--- src/rtl/lsu_mem_ctrl.sv ---
// Memory-stage load/store controller: one req/ack bus access per instruction,
// byte enables, lane-replicated store data, load extraction, bus timeout.
// Optional misaligned-access trap: define LSU_MISALIGN_TRAP_EN.
//
// state | meaning
// IDLE  | waiting; StallM follows MemReqM, request captured on MemReqM
// REQ   | DMemReq asserted, waiting for DMemAck or timeout
// DONE  | one-cycle completion; status pulses, pipeline released
module lsu_mem_ctrl #(
  parameter int DATA_WIDTH     = 32,
  parameter int ADDR_WIDTH     = 32,
  parameter int TIMEOUT_CYCLES = 16
) (
  input  logic                    clk,
  input  logic                    rst_n,
  input  logic                    MemReqM,
  input  logic                    MemWriteM,
  input  logic [2:0]              LoadSrcM,
  input  logic [2:0]              StoreSrcM,
  input  logic [ADDR_WIDTH-1:0]   ALUResultM,
  input  logic [DATA_WIDTH-1:0]   WriteDataM,
  output logic                    StallM,
  output logic [DATA_WIDTH-1:0]   ReadPartDataM,
  output logic                    ReadValidM,
  output logic                    BusErrM,
  output logic                    MisalignM,
  output logic                    DMemReq,
  output logic                    DMemWe,
  output logic [ADDR_WIDTH-1:0]   DMemAddr,
  output logic [DATA_WIDTH-1:0]   DMemWData,
  output logic [DATA_WIDTH/8-1:0] DMemBe,
  input  logic                    DMemAck,
  input  logic [DATA_WIDTH-1:0]   DMemRData
);

  localparam int CW = $clog2(TIMEOUT_CYCLES + 1);
  localparam logic [CW-1:0] CNT_LAST = CW'(TIMEOUT_CYCLES - 1);

  typedef enum logic [1:0] {IDLE, REQ, DONE} state_t;

  state_t                  state_q, state_d;
  logic [CW-1:0]           cnt_q, cnt_d;
  logic [ADDR_WIDTH-3:0]   addr_q, addr_d;
  logic                    we_q, we_d;
  logic [3:0]              be_q, be_d;
  logic [31:0]             wdata_q, wdata_d;
  logic [2:0]              lsrc_q, lsrc_d;
  logic [1:0]              alo_q, alo_d;
  logic [31:0]             rdata_q, rdata_d;
  logic                    valid_q, valid_d;
  logic                    err_q, err_d;

  logic [1:0]  a;
  logic [3:0]  be_new;
  logic [31:0] wdata_new;

  assign a = ALUResultM[1:0];

  always_comb begin
    be_new    = 4'b1111;
    wdata_new = WriteDataM;
    if (MemWriteM) begin
      case (StoreSrcM)
        3'b000: begin
          be_new    = 4'b0001 << a;
          wdata_new = {4{WriteDataM[7:0]}};
        end
        3'b001: begin
          be_new    = a[1] ? 4'b1100 : 4'b0011;
          wdata_new = {2{WriteDataM[15:0]}};
        end
        default: ;
      endcase
    end
  end

  function automatic logic [31:0] extract(input logic [2:0] f3, input logic [1:0] lo,
                                          input logic [31:0] d);
    logic [31:0] sh;
    logic [15:0] h;
    sh = d >> {lo, 3'b000};
    h  = lo[1] ? d[31:16] : d[15:0];
    case (f3)
      3'b000:  extract = {{24{sh[7]}}, sh[7:0]};
      3'b100:  extract = {24'b0, sh[7:0]};
      3'b001:  extract = {{16{h[15]}}, h};
      3'b101:  extract = {16'b0, h};
      default: extract = d;
    endcase
  endfunction

`ifdef LSU_MISALIGN_TRAP_EN
  logic mis_q, mis_d;
  logic mis_new;
  logic [2:0] f3_sel;

  assign f3_sel = MemWriteM ? StoreSrcM : LoadSrcM;

  always_comb begin
    case (f3_sel)
      3'b000:  mis_new = MemWriteM ? 1'b0 : 1'b0;
      3'b100:  mis_new = MemWriteM ? (a != 2'b00) : 1'b0;
      3'b001:  mis_new = a[0];
      3'b101:  mis_new = MemWriteM ? (a != 2'b00) : a[0];
      default: mis_new = (a != 2'b00);
    endcase
  end

  assign MisalignM = (state_q == DONE) & mis_q;
`else
  assign MisalignM = 1'b0;
`endif

  always_comb begin
    state_d = state_q;
    cnt_d   = cnt_q;
    addr_d  = addr_q;
    we_d    = we_q;
    be_d    = be_q;
    wdata_d = wdata_q;
    lsrc_d  = lsrc_q;
    alo_d   = alo_q;
    rdata_d = rdata_q;
    valid_d = valid_q;
    err_d   = err_q;
`ifdef LSU_MISALIGN_TRAP_EN
    mis_d   = mis_q;
`endif
    case (state_q)
      IDLE: begin
        if (MemReqM) begin
          addr_d  = ALUResultM[ADDR_WIDTH-1:2];
          we_d    = MemWriteM;
          be_d    = be_new;
          wdata_d = wdata_new;
          lsrc_d  = LoadSrcM;
          alo_d   = a;
          cnt_d   = '0;
          valid_d = 1'b0;
          err_d   = 1'b0;
`ifdef LSU_MISALIGN_TRAP_EN
          mis_d   = mis_new;
          state_d = mis_new ? DONE : REQ;
`else
          state_d = REQ;
`endif
        end
      end
      REQ: begin
        if (DMemAck) begin
          if (!we_q) begin
            rdata_d = extract(lsrc_q, alo_q, DMemRData);
            valid_d = 1'b1;
          end
          state_d = DONE;
        end else if (cnt_q == CNT_LAST) begin
          err_d   = 1'b1;
          rdata_d = '0;
          state_d = DONE;
        end else begin
          cnt_d = cnt_q + CW'(1);
        end
      end
      DONE:    state_d = IDLE;
      default: state_d = IDLE;
    endcase
  end

  always_ff @(posedge clk or negedge rst_n) begin
    if (!rst_n) begin
      state_q <= IDLE;
      cnt_q   <= '0;
      addr_q  <= '0;
      we_q    <= 1'b0;
      be_q    <= '0;
      wdata_q <= '0;
      lsrc_q  <= '0;
      alo_q   <= '0;
      rdata_q <= '0;
      valid_q <= 1'b0;
      err_q   <= 1'b0;
`ifdef LSU_MISALIGN_TRAP_EN
      mis_q   <= 1'b0;
`endif
    end else begin
      state_q <= state_d;
      cnt_q   <= cnt_d;
      addr_q  <= addr_d;
      we_q    <= we_d;
      be_q    <= be_d;
      wdata_q <= wdata_d;
      lsrc_q  <= lsrc_d;
      alo_q   <= alo_d;
      rdata_q <= rdata_d;
      valid_q <= valid_d;
      err_q   <= err_d;
`ifdef LSU_MISALIGN_TRAP_EN
      mis_q   <= mis_d;
`endif
    end
  end

  // Request is decoded from the state register so an async reset drops it at once.
  assign DMemReq       = (state_q == REQ);
  assign StallM        = (state_q == IDLE) ? MemReqM : (state_q == REQ);
  assign DMemWe        = we_q;
  assign DMemAddr      = {addr_q, 2'b00};
  assign DMemWData     = wdata_q;
  assign DMemBe        = be_q;
  assign ReadPartDataM = rdata_q;
  assign ReadValidM    = (state_q == DONE) & valid_q;
  assign BusErrM       = (state_q == DONE) & err_q;

endmodule

--- config.mk ---
export PLATFORM = sky130hd
export DESIGN_NAME = lsu_mem_ctrl
export DESIGN_NICKNAME = d
export VERILOG_FILES = /design/src/rtl/lsu_mem_ctrl.sv
export SDC_FILE = /design/constraint.sdc
export NUM_CORES = 1
export LEC_CHECK = 0
export ABC_AREA = 0
export CAP_MARGIN = 20
export CORE_MARGIN = 2
export CORE_UTILIZATION = 46
export DETAILED_ROUTE_END_ITERATION = 7
export GPL_TIMING_DRIVEN = 0
export PLACE_DENSITY_LB_ADDON = 0.15
export SETUP_SLACK_MARGIN = 0.15
export SLEW_MARGIN = 20
export SYNTH_ARGS = -nofsm -noshare
export SYNTH_HDL_FRONTEND = slang
export SYNTH_SLANG_ARGS = --single-unit
--- constraint.sdc ---
create_clock -name clk -period 3.7 [get_ports clk]
set_input_delay 0.74 -clock clk [delete_from_list [all_inputs] [get_ports clk]]
set_output_delay 0.74 -clock clk [all_outputs]
set_load 0.02 [all_outputs]
[Word level (Yosys, flattened, before mapping)]
Index checks and enable logic that the tools add are counted.
Storage, ports and cells
  register bits after elaboration: 113
  input bits: 107
  output and inout bits: 106
  logic and storage cells: 68
Cells by class
  add/subtract/negate cells: 1
  eq/ne operators: 15
  shift-type cells: 2
  multiplexer cells: 26
  bitwise operators: 2
  reductions and logical operators: 11
Operator list (count)
  2-to-1 mux 32 bit: 4
  one-hot mux 32 bit (4 select lines): 1
  one-hot mux 32 bit (2 select lines): 1
  right shift 32 x 5 -> 8 bit: 1
  2-to-1 mux 16 bit: 1
  2-to-1 mux 5 bit: 3
  AND reduction 4 bit: 3
  != test 2 bit, second input constant: 5
  one-hot mux 5 bit (2 select lines): 1
  2-to-1 mux 4 bit: 2
  one-hot mux 4 bit (2 select lines): 1
  equality test 3 x 1 -> 1 bit, second input constant: 2
  equality test 3 bit, second input constant: 2
  zero test 3 bit: 2
  2-to-1 mux 1 bit: 6
  2-to-1 mux 2 bit: 3
  adder 5 x 1 -> 5 bit, second input constant: 1
  equality test 5 x 4 -> 1 bit, second input constant: 1
  != test 2 x 1 -> 1 bit, second input constant: 2
  one-hot mux 1 bit (2 select lines): 2
  one-hot mux 2 bit (2 select lines): 1
  AND reduction 2 bit: 2
  nonzero test 2 bit: 2
  << shifter 1 x 2 -> 4 bit, first input constant: 1
  other kinds (6): 7

[Logic depth before layout (Yosys ltp)]
Gate-level depths: netlist (run 1).
  depth in word-level cells: 4
  depth in mapped cells: 8
  mapped depth without buffers: 7

[Worst setup path after synthesis (run 1)]
OpenSTA, ideal clock, no wires.
  path type: input -> output
  start: input port MemReqM
  end: output port StallM
  arrival time: 1.564 ns
  data required time: 2.960 ns
  path slack: 1.396 ns
  cell stages on the path: 4
  path buffers: 2
  path through: nand2_1 > clkbuf_1 > clkbuf_1 > nand2_1
Between the ends
  longest elaborated chain between the ends: 1
RTL lines
  start, declared: RTL line 16  | input logic MemReqM,
  2-to-1 mux 1 bit: RTL line 205  | assign StallM = (state_q == IDLE) ? MemReqM : (state_q == REQ);
  end, declared: RTL line 22  | output logic StallM,
No other way between the ends.

[Worst setup path in the final report (run 1)]
Same ends and word-level chain as after synthesis.

==> results of run 1 <==
[layout make-up]
class	count	area (um^2)
inverter	15	56.30
multi-input combinational	369	2073
buffer	37	172.7
timing repair buffer	209	2111
fill	823	2795
tap	140	175.2
clock inverter	9	152.6
clock buffer	23	476.7
sequential	113	2828
[through the flow]
step | hold WS [ps] | worst slack (ps) | total power, mW
6_report | 117.2 | 371.3 | 6.585
5_1_grt | 125.0 | 254.6 | 6.924
3_5_place_dp | 462.6 | 88.91 | 4.849
3_3_place_gp | 456.5 | -2341 | 4.768
4_1_cts | 114.9 | 231.4 | 6.614
2_1_floorplan | 439.2 | 1396 | 3.442
[routing by layer]
metal  wire (um)  track usage [%]
met5           0                0
met4         387            10.67
met3        1345            10.55
met2        7916            44.36
met1        6438            33.32
[registers in the layout, indices dropped and copies added (netlist names)]
| register | flops |
|---|---|
| addr_q | 30 |
| cnt_q | 5 |
| state_q | 2 |
| valid_q | 1 |
| err_q | 1 |
| DMemWe | 1 |
| lsrc_q | 3 |
| DMemBe | 4 |
| ReadPartDataM | 32 |
| DMemWData | 32 |
| alo_q | 2 |
[worst reg2reg max path: cells and delay by family, from the launching register on]
kind,cells,cell delay (ps)
AO/OA/AOI/OAI,2,450
adder cells (fa/ha/maj),2,420
buffers and inverters,1,470
flip-flops,1,410
AND/OR/NAND/NOR,3,430
[final timing paths]
kind / to / cells after the start / start / slack [ps]
max in group asynchronous: addr_q[25] / 2 / rst_n / 2900
min in group clk: addr_q[11] / 2 / addr_q[11] / 470
min reg2reg: addr_q[11] / 2 / addr_q[11] / 470
min: DMemBe[0] / 1 / rst_n / 120
max: StallM / 6 / MemReqM / 370
max reg2reg: ReadPartDataM[3] / 8 / cnt_q[0] / 1430
[cell usage after synthesis (all sizes together) (5+ instances only)]
cell,number,area share (%)
a21o,7,1.0
a21oi,12,1.2
a221o,18,3.8
a221oi,8,1.4
buf,10,1.3
clkbuf,27,2.0
dfrtp,113,55
inv,15,1.1
mux2,8,1.8
mux2i,24,4.7
nand2,179,13
nand2b,5,0.61
nor2,28,2.1
o21ai,30,2.9
o22ai,9,1.1
o31ai,8,1.2
[power breakdown]
| part | internal [mW] | switching [mW] | leakage, nW |
|---|---|---|---|
| clock network | 1.16 | 0.562 | 0.300 |
| logic | 1.31 | 1.53 | 1.95 |
| registers | 1.73 | 0.298 | 1.39 |
[cells by family after synthesis]
kind of cell,count (synthesis)
mux,34
xor+xnor,2
flops,113
other cells,1
simple gates,227
buf+inv,52
fa+ha+maj,2
compound gates,101
==> flow_summary.json, run 1 <==
{
  "drt-total-wl_um": 16090,
  "yosys.area_share.simple_pct": 17.84,
  "cp_slowest_stage_delay_ps": 600,
  "io_buffers": 208,
  "fin_skew_ps": 6.204,
  "finalSetupViolations": 0,
  "cp.arrival_ps": 2590,
  "cts_tree": "done",
  "dieArea_um2": 11990,
  "drive_gt1_share_pct": 8.000,
  "grt_pass1_vias": 4834,
  "finalHoldViolCount": 0,
  "antenna_left": 0,
  "fin_crit_sh_pct": 89.96,
  "synth_seq_cells": 113,
  "core_um2": 10840,
  "synth_mux_area_share_pct": 7.331,
  "hpwlAfterDp_um": 11680,
  "grt_first_pass_wirelength_um": 24540,
  "num-nets-final": 871,
  "p_per_area_nw_per_um2": 818.5,
  "utilization_pct": 74.22,
  "place_congestion": 0.8301,
  "wl_per_cell_um": 17.58,
  "syn_inst": 532,
  "placedCellCount": 883,
  "synthArstFlopShare_pct": 100.0,
  "ys_types": 41,
  "end_kind": "output pin",
  "p_leak_nw": 3.635,
  "grt_max_degree": 75,
  "min_period_ps": 3329,
  "drc": 0,
  "cts_hold_buf": 0,
  "detail_route.first_pass.iterations": 4,
  "hold_class": "primary input to async pin",
  "start_util_pct": 47.23,
  "vias": 4810,
  "critPathKind": "primary input to output pin",
  "ys.flop_type": "dfrtp_1",
  "clock.fmax_ghz": 0.3004,
  "synth_edf_count": 0,
  "critPathBufInv": 4,
  "antenna_cells": 0,
  "layout_commonest_cell": "clkdlybuf4s50_1",
  "synth.avg_cell_area_um2": 9.624,
  "stdcell_count": 915,
  "clock_path_buffers": 2,
  "synthAdderAreaFrac_pct": 0.4888,
  "io_pins": 213,
  "rows": 38,
  "path_clk_slew_ps": 50,
  "clk_root_buffer_cell": "clkbuf_8",
  "critPathTopFamily": "buffers and inverters",
  "tightest_slew_ps": 698.5,
  "antenna_found_initial": 0,
  "worstPathCellList": "clkdlybuf4s50_1, nand2_1, clkbuf_2, clkbuf_2, nand2_1, clkdlybuf4s50_1",
  "yosysWarnings": 0,
  "fin_tns_setup_ps": 0,
  "slowest_stage": "clkdlybuf4s50_1",
  "ctsResizeCount": 1,
  "grt-ovfl-total": 0,
  "placed_area_um2": 7413,
  "rsz0062_at_grt": "no",
  "crit_path_max_fanout": 10,
  "final_max_slew_viol_count": 0,
  "synth_area_um2": 5120,
  "slew_headroom_pct": 53.43,
  "final_cell_mix": "207 x clkdlybuf4s50_1, 179 x nand2_1, 113 x dfrtp_1",
  "yosysSeqAreaShare_pct": 55.23,
  "grt_use_total_pct": 27.48,
  "synth_top_family_by_area": "simple AND/OR/NAND/NOR gates",
  "first_iter_violations": 262,
  "synthXorXnorAreaFrac_pct": 0.3421,
  "htreeDepth": 4,
  "avgViaCountPerCell": 5.257,
  "outcome": "completed",
  "ir_drop_uv": 471.2,
  "fp.dieH_um": 109.5,
  "clkLatencyLatePin_ps": 530,
  "critPathRequiredTime_ps": 2960,
  "post-cts-setup-buffer-count": 0,
  "synth_compound_area_share_pct": 14.27,
  "cts_sinks": 113,
  "maxCapViolCount": 0,
  "synthToLayoutAreaGrowth_pct": 57.14,
  "cts_buffers": 17,
  "final_cell_area_um2": 8045,
  "start_kind": "primary input",
  "die_width_um": 109.5
}
Note: power is estimated with default switching activity, not from simulation.
==> run 2: changes to the inputs <==
ABC_AREA = 1   (was 0)
CORE_UTILIZATION = 48   (was 46)
==> flow_summary.json, run 2 <==
{
  "outcome": "completed",
  "rows": 39,
  "synth.area.top_cells": "dfrtp_1 52%, nand2_1 19%, a21oi_1 6.3%",
  "r2r_start": "cnt_q[0]",
  "cp_slowest_stage_delay_ps": 590,
  "critPathTopFamily": "buffers and inverters",
  "slew_headroom_pct": 65.91,
  "antenna_left": 0,
  "antenna_cells": 0,
  "cts_hold_buf": 0,
  "final_cell_mix": "284 x nand2_1, 207 x clkdlybuf4s50_1, 113 x dfrtp_1",
  "synth.avg_cell_area_um2": 7.777,
  "min_period_ps": 3215,
  "slowest_stage": "clkdlybuf4s50_1",
  "avgViaCountPerCell": 5.230,
  "place_ws_ps": 491.1,
  "synthArstFlopShare_pct": 100.0,
  "grt_max_degree": 70,
  "clkLatencyLatePin_ps": 410,
  "cts_sinks": 113,
  "fin_crit_sh_pct": 86.88,
  "post-cts-setup-buffer-count": 0,
  "critPathRequiredTime_ps": 2960,
  "setup_slack_ps": 485.3,
  "place_congestion": 0.9246,
  "num-nets-final": 1045,
  "detail_route.first_pass.iterations": 5,
  "hold_class": "primary input to async pin",
  "io_buffers": 208,
  "synth.top_cell.area_share_pct": 51.50,
  "fp.dieH_um": 111.0,
  "ff2ff_path_depth": 10,
  "ys.flop_type": "dfrtp_1",
  "hpwlAfterDp_um": 12590,
  "yosysSeqAreaShare_pct": 51.50,
  "synthToLayoutAreaGrowth_pct": 52.55,
  "final_max_slew_viol_count": 0,
  "path_depth": 6,
  "syn_inst": 706,
  "antenna_found_initial": 0,
  "p_per_area_nw_per_um2": 806.5,
  "ff2ff_setup_slack_ps": 1780,
  "drc": 0,
  "start_util_pct": 48.71,
  "rr_endpoint": "cnt_q[3]",
  "first_iter_violations": 393,
  "ys_types": 33,
  "yosysWarnings": 0,
  "dieArea_um2": 12310,
  "maxCapViolCount": 0,
  "grt_use_total_pct": 28.59,
  "cp-startpoint": "MemReqM",
  "clock_path_buffers": 2,
  "layout_commonest_cell": "nand2_1",
  "grt_first_pass_wirelength_um": 28070,
  "cts_tree": "done",
  "synth_edf_count": 0,
  "path_clk_slew_ps": 50,
  "rsz0062_at_grt": "no",
  "start_kind": "primary input",
  "cp.arrival_ps": 2470,
  "grt_pass1_vias": 5722,
  "grt-ovfl-total": 0,
  "placed_area_um2": 7787,
  "synth_seq_cells": 113,
  "critPathBufInv": 4,
  "p_leak_nw": 4.003,
  "yosysMostFrequentCell": "nand2_1",
  "vias": 5706,
  "clk_root_buffer_cell": "clkbuf_16",
  "end_kind": "output pin",
  "finalHoldViolCount": 0,
  "die_width_um": 111.0,
  "crit_end": "StallM",
  "core_um2": 11270,
  "finalSetupViolations": 0,
  "cts_buffers": 17,
  "htreeDepth": 4,
  "drt-total-wl_um": 17070,
  "fin_skew_ps": 7.528,
  "yosysTopAreaCell": "dfrtp_1",
  "ir_drop_uv": 562.0,
  "tightest_slew_ps": 511.4,
  "final_cell_area_um2": 8376,
  "crit_path_max_fanout": 10,
  "clock.fmax_ghz": 0.3111,
  "ctsResizeCount": 0,
  "io_pins": 213,
  "synth_commonest_cells": "284 x nand2_1, 113 x dfrtp_1, 90 x nor2_1, 69 x a21oi_1, 24 x inv_1",
  "fillers": 860,
  "critPathKind": "primary input to output pin",
  "worstPathCellList": "clkdlybuf4s50_1, nand3_4, buf_4, buf_4, nand2_1, clkdlybuf4s50_1",
  "drive_gt1_share_pct": 8.861,
  "wl_per_cell_um": 15.65,
  "synth_area_um2": 5490,
  "power_mw": 6.755
}
[run 2: changes by cell type after synthesis, sizes merged, moves of 10 or more]
cell	change
a221o	-18
a21oi	+57
nor2	+68
buf	+25
o21ai	-10
clkbuf	-24
mux2i	-24
inv	+17
nand3	+15
o211ai	+12
nand2	+108
[run 2: how the worst min path moves through the flow]
stage | startpoint | to | slack (ps) | depth (start not counted)
2_1_floorplan | rst_n | DMemBe[0] | 440 | 0
6_report | rst_n | addr_q[8] | 270 | 1
3_5_place_dp | addr_q[2] | addr_q[2] | 460 | 2
3_3_place_gp | DMemWData[7] | DMemWData[7] | 460 | 2
4_1_cts | rst_n | addr_q[8] | 270 | 1
5_1_grt | rst_n | addr_q[8] | 290 | 1
[run 2: through the flow]
stage / utilization, % / hold WS, ps / instances / TNS [ps]
after floorplan: - / 444.4 / 708 / 0
after global placement: 68.83 / 461.2 / 1059 / -265440
after detailed placement: 69.09 / 464.4 / 1060 / 0
after CTS: 74.30 / 267.7 / 1091 / 0
after global routing: 74.30 / 288.2 / 1091 / 0
final: 74.30 / 266.5 / 1091 / 0
[run 2: cells by family (layout without fill, tap and decap cells)]
| family | after synthesis | in the layout | synth area share [%] |
|---|---|---|---|
| adders and majority gates | 2 | 2 | 0.4557 |
| and+or+nand+nor | 415 | 415 | 30.95 |
| buffers and inverters | 70 | 310 | 6.655 |
| AOI/OAI and AO/OA | 105 | 105 | 10.37 |
| other | 1 | 3 | 0.06830 |
| DFF | 113 | 113 | 51.50 |
[run 2: layout make-up]
type                    count  area (um^2)  area share (%)
repair buffers            209         2111           25.20
clock inverters             4        45.04          0.5378
flip-flops and latches    113         2828           33.76
well taps                 143        178.9           2.136
plain buffers              38        240.2           2.868
inverters                  32        125.1           1.494
multi-input cells         525         2305           27.52
clock buffers              27        543.0           6.483
[run 2: power breakdown]
group          switching (mW)  internal [mW]
clock network           0.537           1.06
registers               0.308           1.74
logic                    1.76           1.36
[run 2: layer usage]
metal | up-vias | GRT usage (%) | share of wire [%]
met2 | 280 | 47.81 | 49
met4 | 0 | 10.83 | 2.6
li1 | 2707 | - | -
met3 | 37 | 10.06 | 9.6
met5 | - | 0 | 0
met1 | 2682 | 34.06 | 39
[run 2: worst register-to-register path: stages (launching register included)]
cell	delay, ps
dfrtp_1	410
ha_1	230
nand2_1	80
nor2_1	50
ha_1	190
nor2_1	280
nand2_1	160
nand2_1	170
nand2_1	70
o21ai_1	120
nor2_1	50
